### src/rtl/instr_encoder_loader_pkg.sv
`default_nettype none
// ============================================================================
//  Module      : instr_encoder_loader_pkg
//  Description : Shared instruction-kind codes, MIPS opcode/funct constants,
//                the NOP word and word-packing helpers.
//  Revision    : 1.0 - initial release
// ============================================================================
package instr_encoder_loader_pkg;

    // Descriptor kind codes; 10..15 are illegal
    localparam logic [3:0] KIND_ADD  = 4'd0;
    localparam logic [3:0] KIND_SUB  = 4'd1;
    localparam logic [3:0] KIND_AND  = 4'd2;
    localparam logic [3:0] KIND_OR   = 4'd3;
    localparam logic [3:0] KIND_SLT  = 4'd4;
    localparam logic [3:0] KIND_ADDI = 4'd5;
    localparam logic [3:0] KIND_SLTI = 4'd6;
    localparam logic [3:0] KIND_BEQ  = 4'd7;
    localparam logic [3:0] KIND_LW   = 4'd8;
    localparam logic [3:0] KIND_SW   = 4'd9;

    // Primary opcodes, identical to the ones the control decoder matches on
    localparam logic [5:0] OP_RTYPE = 6'b000000;
    localparam logic [5:0] OP_ADDI  = 6'b001000;
    localparam logic [5:0] OP_SLTI  = 6'b001010;
    localparam logic [5:0] OP_BEQ   = 6'b000100;
    localparam logic [5:0] OP_LW    = 6'b100011;
    localparam logic [5:0] OP_SW    = 6'b101011;

    // R-type function codes
    localparam logic [5:0] FUNCT_ADD = 6'h20;
    localparam logic [5:0] FUNCT_SUB = 6'h22;
    localparam logic [5:0] FUNCT_AND = 6'h24;
    localparam logic [5:0] FUNCT_OR  = 6'h25;
    localparam logic [5:0] FUNCT_SLT = 6'h2A;

    // Padding word (sll $0,$0,0)
    localparam logic [31:0] NOP_WORD = 32'h0000_0000;

    // Pack an R-type word; shamt is always zero for the supported set
    function automatic logic [31:0] rtype_word(input logic [4:0] rs,
                                               input logic [4:0] rt,
                                               input logic [4:0] rd,
                                               input logic [5:0] funct);
        return {OP_RTYPE, rs, rt, rd, 5'b00000, funct};
    endfunction

    // Pack an I-type word; the immediate passes through untouched
    function automatic logic [31:0] itype_word(input logic [5:0]  op,
                                               input logic [4:0]  rs,
                                               input logic [4:0]  rt,
                                               input logic [15:0] imm);
        return {op, rs, rt, imm};
    endfunction

endpackage
`default_nettype wire

### src/rtl/instr_encoder_loader_encoder.sv
`default_nettype none
// ============================================================================
//  Module      : instr_word_encoder
//  Description : Combinational descriptor -> 32-bit MIPS word encoder with an
//                illegal-kind flag.
//  Revision    : 1.0 - initial release
// ============================================================================
module instr_word_encoder
    import instr_encoder_loader_pkg::*;
(
    input  logic [3:0]  kind_i,
    input  logic [4:0]  rs_i,
    input  logic [4:0]  rt_i,
    input  logic [4:0]  rd_i,
    input  logic [15:0] imm_i,
    output logic [31:0] word_o,
    output logic        illegal_o
);

    // Select the encoding for the requested kind; unused fields are dropped
    always_comb begin
        word_o    = NOP_WORD;
        illegal_o = 1'b0;
        case (kind_i)
            KIND_ADD:  word_o = rtype_word(rs_i, rt_i, rd_i, FUNCT_ADD);
            KIND_SUB:  word_o = rtype_word(rs_i, rt_i, rd_i, FUNCT_SUB);
            KIND_AND:  word_o = rtype_word(rs_i, rt_i, rd_i, FUNCT_AND);
            KIND_OR:   word_o = rtype_word(rs_i, rt_i, rd_i, FUNCT_OR);
            KIND_SLT:  word_o = rtype_word(rs_i, rt_i, rd_i, FUNCT_SLT);
            KIND_ADDI: word_o = itype_word(OP_ADDI, rs_i, rt_i, imm_i);
            KIND_SLTI: word_o = itype_word(OP_SLTI, rs_i, rt_i, imm_i);
            KIND_BEQ:  word_o = itype_word(OP_BEQ,  rs_i, rt_i, imm_i);
            KIND_LW:   word_o = itype_word(OP_LW,   rs_i, rt_i, imm_i);
            KIND_SW:   word_o = itype_word(OP_SW,   rs_i, rt_i, imm_i);
            default:   illegal_o = 1'b1;
        endcase
    end

endmodule
`default_nettype wire

### src/rtl/instr_encoder_loader.sv
`default_nettype none
// ============================================================================
//  Module      : instr_encoder_loader
//  Description : Streams instruction descriptors, encodes them and writes them
//                into instruction memory, pads with NOPs, then releases the CPU.
//  Revision    : 1.0 - initial release
// ============================================================================
module instr_encoder_loader #(
    parameter int unsigned DEPTH     = 128,
    parameter logic [31:0] BASE_ADDR = 32'h0,
    parameter int unsigned PAD_NOPS  = 4
) (
    input  logic        clk_i,
    input  logic        rst_i,
    input  logic        start_i,
    input  logic        in_valid_i,
    output logic        in_ready_o,
    input  logic        in_last_i,
    input  logic [3:0]  kind_i,
    input  logic [4:0]  rs_i,
    input  logic [4:0]  rt_i,
    input  logic [4:0]  rd_i,
    input  logic [15:0] imm_i,
    output logic        im_we_o,
    output logic [31:0] im_addr_o,
    output logic [31:0] im_data_o,
    output logic [7:0]  count_o,
    output logic        cpu_rst_n_o,
    output logic        done_o,
    output logic        err_illegal_o,
    output logic        err_ovf_o
);
    import instr_encoder_loader_pkg::*;

    // Counter is 8 bits wide to match count_o, so DEPTH must not exceed 255
    localparam logic [7:0] DEPTH_C = 8'(DEPTH);
    localparam logic [7:0] PAD_C   = 8'(PAD_NOPS);

    localparam logic [1:0] S_IDLE = 2'd0;
    localparam logic [1:0] S_LOAD = 2'd1;
    localparam logic [1:0] S_PAD  = 2'd2;
    localparam logic [1:0] S_DONE = 2'd3;

    logic [1:0]  state_q, state_d;
    logic [7:0]  count_q, count_d;
    logic [7:0]  pad_q,   pad_d;
    logic        we_q,    we_d;
    logic [31:0] addr_q,  addr_d;
    logic [31:0] data_q,  data_d;
    logic        ill_q,   ill_d;
    logic        ovf_q,   ovf_d;
    logic        done_q,  done_d;

    logic [31:0] w_enc_word;
    logic        w_enc_illegal;
    logic        w_full;
    logic        w_accept;
    logic        w_pad_more;
    logic [31:0] w_wr_addr;

    instr_word_encoder u_encoder (
        .kind_i    (kind_i),
        .rs_i      (rs_i),
        .rt_i      (rt_i),
        .rd_i      (rd_i),
        .imm_i     (imm_i),
        .word_o    (w_enc_word),
        .illegal_o (w_enc_illegal)
    );

    assign w_full     = (count_q == DEPTH_C);
    assign in_ready_o = (state_q == S_LOAD) && !w_full;
    assign w_accept   = in_valid_i && in_ready_o;
    assign w_pad_more = (pad_q < PAD_C) && !w_full;
    // Address uses the pre-increment counter value
    assign w_wr_addr  = BASE_ADDR + {22'b0, count_q, 2'b00};

    // Next-state logic: session control, write generation and sticky errors
    always_comb begin
        state_d = state_q;
        count_d = count_q;
        pad_d   = pad_q;
        we_d    = 1'b0;
        addr_d  = addr_q;
        data_d  = data_q;
        ill_d   = ill_q;
        ovf_d   = ovf_q;
        done_d  = done_q;
        case (state_q)
            S_IDLE: begin
                if (start_i) begin
                    state_d = S_LOAD;
                    count_d = 8'd0;
                    pad_d   = 8'd0;
                    ill_d   = 1'b0;
                    ovf_d   = 1'b0;
                end
            end
            S_LOAD: begin
                if (w_accept) begin
                    // Illegal descriptors are consumed but never written
                    if (w_enc_illegal) begin
                        ill_d = 1'b1;
                    end else begin
                        we_d    = 1'b1;
                        addr_d  = w_wr_addr;
                        data_d  = w_enc_word;
                        count_d = count_q + 8'd1;
                    end
                    if (in_last_i) begin
                        state_d = S_PAD;
                    end
                end else if (in_valid_i && w_full) begin
                    // Full: stay here forever, the CPU is never released
                    ovf_d = 1'b1;
                end
            end
            S_PAD: begin
                if (w_pad_more) begin
                    we_d    = 1'b1;
                    addr_d  = w_wr_addr;
                    data_d  = NOP_WORD;
                    count_d = count_q + 8'd1;
                    pad_d   = pad_q + 8'd1;
                end else begin
                    // Release only after the final write has landed
                    state_d = S_DONE;
                    done_d  = 1'b1;
                end
            end
            S_DONE: begin
                done_d = 1'b1;
            end
            default: begin
                state_d = S_IDLE;
            end
        endcase
    end

    // State and output registers; reset returns everything to zero
    always_ff @(posedge clk_i or negedge rst_i) begin
        if (!rst_i) begin
            state_q <= S_IDLE;
            count_q <= 8'd0;
            pad_q   <= 8'd0;
            we_q    <= 1'b0;
            addr_q  <= 32'h0;
            data_q  <= 32'h0;
            ill_q   <= 1'b0;
            ovf_q   <= 1'b0;
            done_q  <= 1'b0;
        end else begin
            state_q <= state_d;
            count_q <= count_d;
            pad_q   <= pad_d;
            we_q    <= we_d;
            addr_q  <= addr_d;
            data_q  <= data_d;
            ill_q   <= ill_d;
            ovf_q   <= ovf_d;
            done_q  <= done_d;
        end
    end

    assign im_we_o       = we_q;
    assign im_addr_o     = addr_q;
    assign im_data_o     = data_q;
    assign count_o       = count_q;
    assign cpu_rst_n_o   = done_q;
    assign done_o        = done_q;
    assign err_illegal_o = ill_q;
    assign err_ovf_o     = ovf_q;

endmodule
`default_nettype wire

### config.mk
export PLATFORM = sky130hd
export DESIGN_NAME = instr_encoder_loader
export DESIGN_NICKNAME = d
export VERILOG_FILES = /design/src/rtl/instr_encoder_loader_pkg.sv /design/src/rtl/instr_encoder_loader_encoder.sv /design/src/rtl/instr_encoder_loader.sv
export SDC_FILE = /design/constraint.sdc
export NUM_CORES = 1
export LEC_CHECK = 0
export CORE_UTILIZATION = 45
export CTS_CLUSTER_DIAMETER = 120
export DETAILED_ROUTE_END_ITERATION = 16
export PLACE_DENSITY = 0.91
export SLEW_MARGIN = 20
export SYNTH_ARGS = -nofsm -noshare
export SYNTH_HDL_FRONTEND = slang
export SYNTH_SLANG_ARGS = --single-unit
export TNS_END_PERCENT = 5
### constraint.sdc
create_clock -name clk_i -period 6.02 [get_ports clk_i]
set_clock_uncertainty 0.1 [all_clocks]
set_input_delay 1.204 -clock clk_i [delete_from_list [all_inputs] [get_ports clk_i]]
set_output_delay 1.204 -clock clk_i [all_outputs]
set_load 0.1 [all_outputs]
==> results of run 1 <==
[cell usage after synthesis, drive strengths merged, types with 4 or more instances]
cell type / n
inv: 25
mux2i: 21
nand3: 5
nor2b: 9
o21ai: 8
a21oi: 8
buf: 37
dfrtp: 60
nand2: 27
clkbuf: 4
nor3: 10
nand4: 6
nor2: 20
a22o: 6
and3: 4
ha: 8
nand2b: 5
mux2: 22
a31oi: 4
[area by class of cell]
| cell class | instances | area (µm²) |
|---|---|---|
| fillers | 571 | 2590 |
| well taps | 96 | 120 |
| clock buffers | 12 | 165 |
| clock inverters | 3 | 45.0 |
| flip-flops and latches | 60 | 1500 |
| inverters | 25 | 93.8 |
| multi-input cells | 214 | 1500 |
| repair buffers | 93 | 923 |
[registers in the layout, indices dropped and copies added (netlist names)]
signal / cells
pad_q: 8
im_we_o: 1
err_illegal_o: 1
im_addr_o: 8
count_o: 8
im_data_o: 30
state_q: 2
err_ovf_o: 1
cpu_rst_n_o: 1
[layer usage]
layer / GRT usage / share of wire / wire length [µm] / up-vias
met2: 0.344 / 0.49 / 3590 / 109
met3: 0.0531 / 0.062 / 453 / 9
met5: 0 / 0 / 0 / -
met4: 0.0626 / 0.012 / 87 / 0
li1: - / - / - / 1209
met1: 0.262 / 0.44 / 3190 / 1255
[metrics by stage]
step	utilization	cell area (µm²)	cells	hold WS [ns]
2_1_floorplan	-	3380	340	0.377
3_3_place_gp	0.595	4130	488	0.387
3_5_place_dp	0.595	4130	488	0.395
4_1_cts	0.625	4340	503	0.409
5_1_grt	0.626	4350	503	0.426
6_report	0.626	4350	503	0.405
[worst max path at each step]
| stage | start | endpoint | slack (ns) |
|---|---|---|---|
| 3_5_place_dp | kind_i[1] | im_data_o[3]$_DFFE_PN0P_ | 1.71 |
| 3_3_place_gp | kind_i[1] | im_addr_o[7]$_DFFE_PN0P_ | 1.77 |
| 4_1_cts | kind_i[1] | im_data_o[12]$_DFFE_PN0P_ | 2.07 |
| 6_report | state_q[1]$_DFFE_PN0P_ | in_ready_o | 2.14 |
| 2_1_floorplan | count_o[0]$_DFFE_PN0P_ | in_ready_o | 2.45 |
| 5_1_grt | state_q[1]$_DFFE_PN0P_ | in_ready_o | 2.06 |
[cells by family (layout without fill, tap and decap cells)]
family / Yosys count / count (layout) / share of synthesized area
adder cells (fa/ha/maj): 8 / 8 / 0.0304
buffers and inverters: 66 / 133 / 0.117
AND/OR/NAND/NOR: 94 / 94 / 0.144
multiplexers: 43 / 43 / 0.143
other: 1 / 25 / 0.00114
flip-flops: 60 / 60 / 0.457
AO/OA/AOI/OAI: 42 / 42 / 0.103
XOR/XNOR: 2 / 2 / 0.00533
==> flow_results.org, run 1 <==
** Worst setup path
- Ordered list of cells on the worst path :: inv_1 -> ha_1 -> and2_1 -> clkdlybuf4s50_1
- Startpoint Class :: flip-flop
- The worst register-to-register path ends at im_data_o[12]$_DFFE_PN0P_.
- Kind of critical path :: reg -> out
- Startpoint of the most critical register-to-register path :: state_q[0]$_DFFE_PN0P_
- Required time reported for the critical path endpoint :: 4.72 ns
- STA classifies the critical path endpoint as an output port.
- Cell depth of the worst flop-to-flop path :: 7
- Largest delay contributor family on the critical path :: buffers and inverters
- Worst path depth :: 4
- The worst register-to-register path has a setup slack of about 2.8 ns.
- Slowest cell delay on critical path :: 1.14 ns
- Crit path max fanout :: 6
- For this design, the slowest cell found on the critical path is sky130_fd_sc_hd__clkdlybuf4s50_1.
- Data arrival time of the critical path :: 2.58 ns
- CP bufs+invs :: 2

** Final layout
- Of the cells placed in the final design, the portion with a size suffix greater than 1 is 0.113.
- Most common cell after layout, fill and taps aside :: sky130_fd_sc_hd__clkdlybuf4s50_1
- Commonest non-fill, non-tap cells in the layout :: sky130_fd_sc_hd__clkdlybuf4s50_1, sky130_fd_sc_hd__dfrtp_1, sky130_fd_sc_hd__nand2_1
- Layout net count :: 451
- Compared with the post-synthesis result, the final layout area differs by 32.3%.
- The repair_antennas step left the layout with diodes totalling 0.

** Worst hold path
- In this run the most critical hold path is launched from im_data_o[13]$_DFFE_PN0P_.
- Hold-critical path endpoint :: im_data_o[13]$_DFFE_PN0P_
- Along the worst hold path, the cell count comes to 1.
- The tightest min-delay check is of the reg -> reg type.

** Synthesis
- The synthesized design spends more area on one cell type than any other, namely sky130_fd_sc_hd__dfrtp_1.
- Of the post-synthesis cell area, the dominant cell type holds 0.457.
- The mapped netlist covers 3290 µm².
- Total number of yosys warnings :: 0
- Synth async-reset ratio :: 1.00
- Yosys mapped the design onto 46 distinct sky130hd cell types.
- Average instance area after synthesis :: 10.4 µm²
- Yosys mapped a number of flops with a built-in enable equal to 0.
- Register bit count reported by yosys :: 60
- Synthesis produced between 300 and 400 cells.
- For this run, the leading register cell type out of synthesis is sky130_fd_sc_hd__dfrtp_1.
- Register area share after synthesis :: 0.457
- By area the synthesized netlist is led by sky130_fd_sc_hd__dfrtp_1, sky130_fd_sc_hd__buf_4, sky130_fd_sc_hd__mux2_2.

** STA
- After layout, the minimum clock period comes to around 3.9 ns.
- The count of endpoints failing hold in the final timing report was 0.
- Unrepaired setup endpoints after global routing :: no
- Transition at the pin with the smallest max-transition slack :: 0.987 ns
- Once routing completed, OpenROAD measured the worst setup slack at ~2.1 ns.
- Setup violations remaining at the end of the flow were counted as 0.
- Relative slew margins :: 0.340
- Fmax :: 258 MHz
- Final total negative setup slack :: 0 ns
- The number of slew-limit violations in the final report is 0.
- Tcrit/Tclk final :: 0.645

** Clocking
- Hold buffer count at cts :: 0
- Post-CTS repair timing setup buffer count :: 0
- The tree is rooted in a sky130_fd_sc_hd__clkbuf_8.
- H-tree depth :: 3
- Count of instances resized after the clock tree is built :: 0
- Insertion delay to the later sink of the worst-skew pair :: 0.34 ns
- Clk pin slew, worst setup/hold paths :: around 0.07 ns
- TritonCTS built the clock tree.
- Cts bufs inserted :: 9
- CTS max path bufs :: 2
- CTS saw 60 sinks.

** Placed design
- Routability-driven placement finished with a final weighted congestion of 0.866.
- In this run the tool buffered the top-level ports with 92 buffer cells.
- Detailed placement ended at an HPWL of about 5100 µm.
- Timing analysis after detailed placement gives a worst setup slack of 1.71 ns.

** GRT
- Number of antenna violations at the first check in global routing :: 0
- Largest net degree at the start of global routing :: 61
- The total overflow left after global routing is 0.
- Vias in the first global route :: between 2,000 and 3,000
- Total track usage :: 0.206
- The first global-routing pass estimated 12,000 µm of wire.

** Run status
- Outcome :: finished, final reports clean

** Die
- In this run the vertical extent of the chip is 87.5 µm.
- Number of standard-cell rows in the floorplan :: 30
- Total I/O pin count :: 118
- The initial utilization of the core area, before any placement, comes to 0.474.
- Area of the core :: between 6000 and 7000 µm²
- Die X-Extent :: 87.5 µm
- The die covers ~7700 µm².

** Run
- Number of violations of the max-capacitance limit :: 0

** Routing
- Dividing the detail-routed wire length by the instance count gives 14.6 µm.
- Via density per instance :: 5.13
- After the first detailed-routing iteration, the DRC count stood at 96.
- Before antenna repair, the detailed router went through 5 iterations.
- The routed layout has 2,582 vias.
- ANT nets after route :: 0
- Wire length after detailed routing :: around 7300 µm
- After detailed routing, the number of remaining DRC violations is 0.
Power of run 1 is left out: the tool's default activity adds up to more than one toggle a clock period on the data nets, which glitch-free logic cannot reach.
==> run 2, diff against run 1 <==
clock period = 3.7 ns   (was 6.02 ns; I/O delays follow)
==> flow_results.org, run 2 (synthesis gave the netlist of run 1 again) <==
** Run status
- Outcome: finished, final reports clean (unchanged).

** Die
- Area of the core :: 6940 µm² (unchanged)
- The vertical extent of the die was 87.5 µm (unchanged).
- The number of I/O pins came to 118 (unchanged).
- The width of the die is 87.5 µm (unchanged).
- Area of the die :: 7650 µm² (unchanged)
- The initial standard-cell utilization of the core is 0.474 (unchanged).
- Number of standard-cell rows in the floorplan :: 30 (unchanged)

** GRT
- Total track usage :: 0.196 (was 0.206)
- The initial antenna violation count is 0 (unchanged).
- The number of global-route vias before repair was 2,509 (was 2,520).
- Wire length of the first global-routing pass :: 11,600 µm (was 12,000 µm)
- Total grt overflow :: 0 (unchanged)
- The pin count of the biggest net entering global routing came to 39 (was 61).

** Worst setup path
- Crit path max fanout :: 6 (unchanged)
- The capture point of the worst reg-to-reg path was im_data_o[11]$_DFFE_PN0P_ (was im_data_o[12]$_DFFE_PN0P_).
- Ordered list of cells on the worst path :: clkdlybuf4s50_1 (was inv_1 -> ha_1 -> and2_1 -> clkdlybuf4s50_1)
- The buffering stage count on the worst path with inverters included was 1 (was 2).
- Critical-path cell with the highest stage delay :: sky130_fd_sc_hd__clkdlybuf4s50_1 (unchanged)
- The launch instance of the worst register-to-register path was count_o[4]$_DFFE_PN0P_ (was state_q[0]$_DFFE_PN0P_).
- Required time reported for the critical path endpoint :: 2.86 ns (was 4.72 ns)
- The number of cells traversed by the worst register-to-register path was 6 (was 7).
- The delay of the slowest cell on the worst path is 1.18 ns (was 1.14 ns).
- Largest delay contributor family on the critical path :: buffers and inverters (unchanged)
- Kind of critical path :: reg -> out (unchanged)
- The worst endpoint data arrival time is 1.99 ns (was 2.58 ns).
- The startpoint type of the worst setup path is a flip-flop (unchanged).
- Category of the worst setup path capture point :: output port (unchanged)
- Flop-to-flop setup slack :: 1.29 ns (was 2.78 ns)

** Worst hold path
- Class of the tightest hold or removal check :: reg -> reg (unchanged)
- Hold-critical path endpoint :: im_data_o[1]$_DFFE_PN0P_ (was im_data_o[13]$_DFFE_PN0P_)
- Number of cells on the worst hold path :: 1 (unchanged)
- The hold path startpoint is im_data_o[1]$_DFFE_PN0P_ (was im_data_o[13]$_DFFE_PN0P_).

** Routing
- The met2 wirelength from detailed routing is 3620 µm (was 3590 µm).
- Mean routed wirelength per cell :: 14.4 µm (was 14.6 µm)
- The highest metal layer with signal wires is met4 (unchanged).
- Length of routed met3 wiring :: 496 µm (was 453 µm)
- The first-iteration detailed-routing DRC count is 62 (was 96).
- The length of routed wiring on met1 was 3070 µm (was 3190 µm).
- Remaining DRCs :: 0 (unchanged)
- ANT nets after route :: 0 (unchanged)
- The final routed wirelength across all metal layers is 7270 µm (was 7320 µm).
- Total via count in the routed design :: 2,568 (was 2,582)
- Detailed Routing Iterations Pass 1 :: 5 (unchanged)
- The via-per-instance ratio is 5.08 (was 5.13).

** STA
- Max Transition Viols Final :: 0 (unchanged)
- The worst path in the final design needs a cycle of 2.83 ns, including I/O delays and setup.
- The count of endpoints failing hold in the final timing report came to 0 (unchanged).
- Unrepaired setup endpoints after global routing: no (unchanged).
- Transition at the pin with the smallest max-transition slack :: 1.02 ns (was 0.987 ns)
- Dividing the final minimum period by the clock period gives 0.765.
- The worst slew margin relative to its limit was 0.317 (was 0.340).
- Number of setup violations in the final report :: 0 (unchanged)
- The aggregate negative setup slack came to 0 ns (unchanged).
- Timing would allow up to 353 MHz.

** Run
- Number of violations of the max-capacitance limit :: 0 (unchanged)

** Clocking
- The register clock-pin slew on the reported worst setup and hold paths is 0.07 ns (about the same).
- The CTS buffer count was 9 (unchanged).
- Post-CTS repair timing setup buffer count :: 0 (unchanged)
- The largest buffer count on any clock path is 2 (unchanged).
- The cell at the root of the clock tree is sky130_fd_sc_hd__clkbuf_8 (unchanged).
- The deepest level of the CTS H-tree came to 3 (unchanged).
- The clock latency on the worst-skew pair was 0.34 ns (about the same).
- Number of sinks handled by clock tree synthesis :: 60 (unchanged)
- Count of instances resized after the clock tree is built :: 0 (unchanged)
- Hold buffer count at cts :: 0 (unchanged)
- The clock tree from TritonCTS is built (unchanged).

** Final layout
- The flip-flop count of the largest register after layout is 30 (unchanged).
- Layout net count :: 455 (was 451)
- Reg area :: 1500 µm² (unchanged)
- Number of diodes :: 0 (unchanged)
- The number of filler instances in the final layout was 538 (was 571).
- Commonest non-fill, non-tap cells in the layout :: sky130_fd_sc_hd__clkdlybuf4s50_1, sky130_fd_sc_hd__dfrtp_1, sky130_fd_sc_hd__nand2_1 (unchanged)
- Multi-input logic area :: 1490 µm² (was 1500 µm²)
- The most frequent standard cell in the layout excluding fill and tap cells was sky130_fd_sc_hd__clkdlybuf4s50_1 (unchanged).
- The layout-stage area growth over the synthesis result is 32.3% (unchanged).
- Proportion of layout cells with a drive suffix above 1 :: 0.120 (was 0.113)

** Placed design
- The final weighted congestion in routability-driven placement was 0.892 (was 0.866).
- The number of buffer cells added on primary ports came to 92 (unchanged).
- The HPWL reported at the end of detailed placement is 5330 µm (was 5130 µm).
==> run 2: how the worst max path moves through the flow <==
| stage | to | start | cells after the start |
|---|---|---|---|
| floorplan | in_ready_o | count_o[0]$_DFFE_PN0P_ | 4 |
| global placement | im_data_o[0]$_DFFE_PN0P_ | kind_i[1] | 7 |
| detailed placement | im_data_o[3]$_DFFE_PN0P_ | kind_i[1] | 7 |
| CTS | count_o[6] | count_o[6]$_DFFE_PN0P_ | 1 |
| global route | count_o[6] | count_o[6]$_DFFE_PN0P_ | 1 |
| finish | count_o[6] | count_o[6]$_DFFE_PN0P_ | 1 |
==> run 2: stage by stage <==
stage | util | instances | setup WS [ns] | cell area, µm² | hold WS [ns]
after floorplan | - | 340 | 0.599 | 3380 | 0.344
after global placement | 0.599 | 492 | 0.760 | 4160 | 0.386
after detailed placement | 0.599 | 492 | 0.690 | 4160 | 0.393
after CTS | 0.626 | 506 | 0.868 | 4350 | 0.407
after global routing | 0.626 | 506 | 0.824 | 4350 | 0.415
final | 0.626 | 506 | 0.868 | 4350 | 0.403
==> run 2: metal layers <==
| layer | vias to the layer above | GRT usage |
|---|---|---|
| li1 | 1219 | - |
| met1 | 1230 | 0.239 |
| met2 | 113 | 0.335 |
| met3 | 6 | 0.0427 |
| met4 | 0 | 0.0805 |
| met5 | - | 0 |
==> run 2: cell type report <==
cell class | count | area share
sequential | 60 | 0.345
multi-input combinational | 214 | 0.343
timing repair buffer | 97 | 0.219
clock buffer | 12 | 0.0357
tap | 96 | 0.0276
inverter | 25 | 0.0216
clock inverter | 2 | 0.00806
Power of run 2 is left out for the same reason.
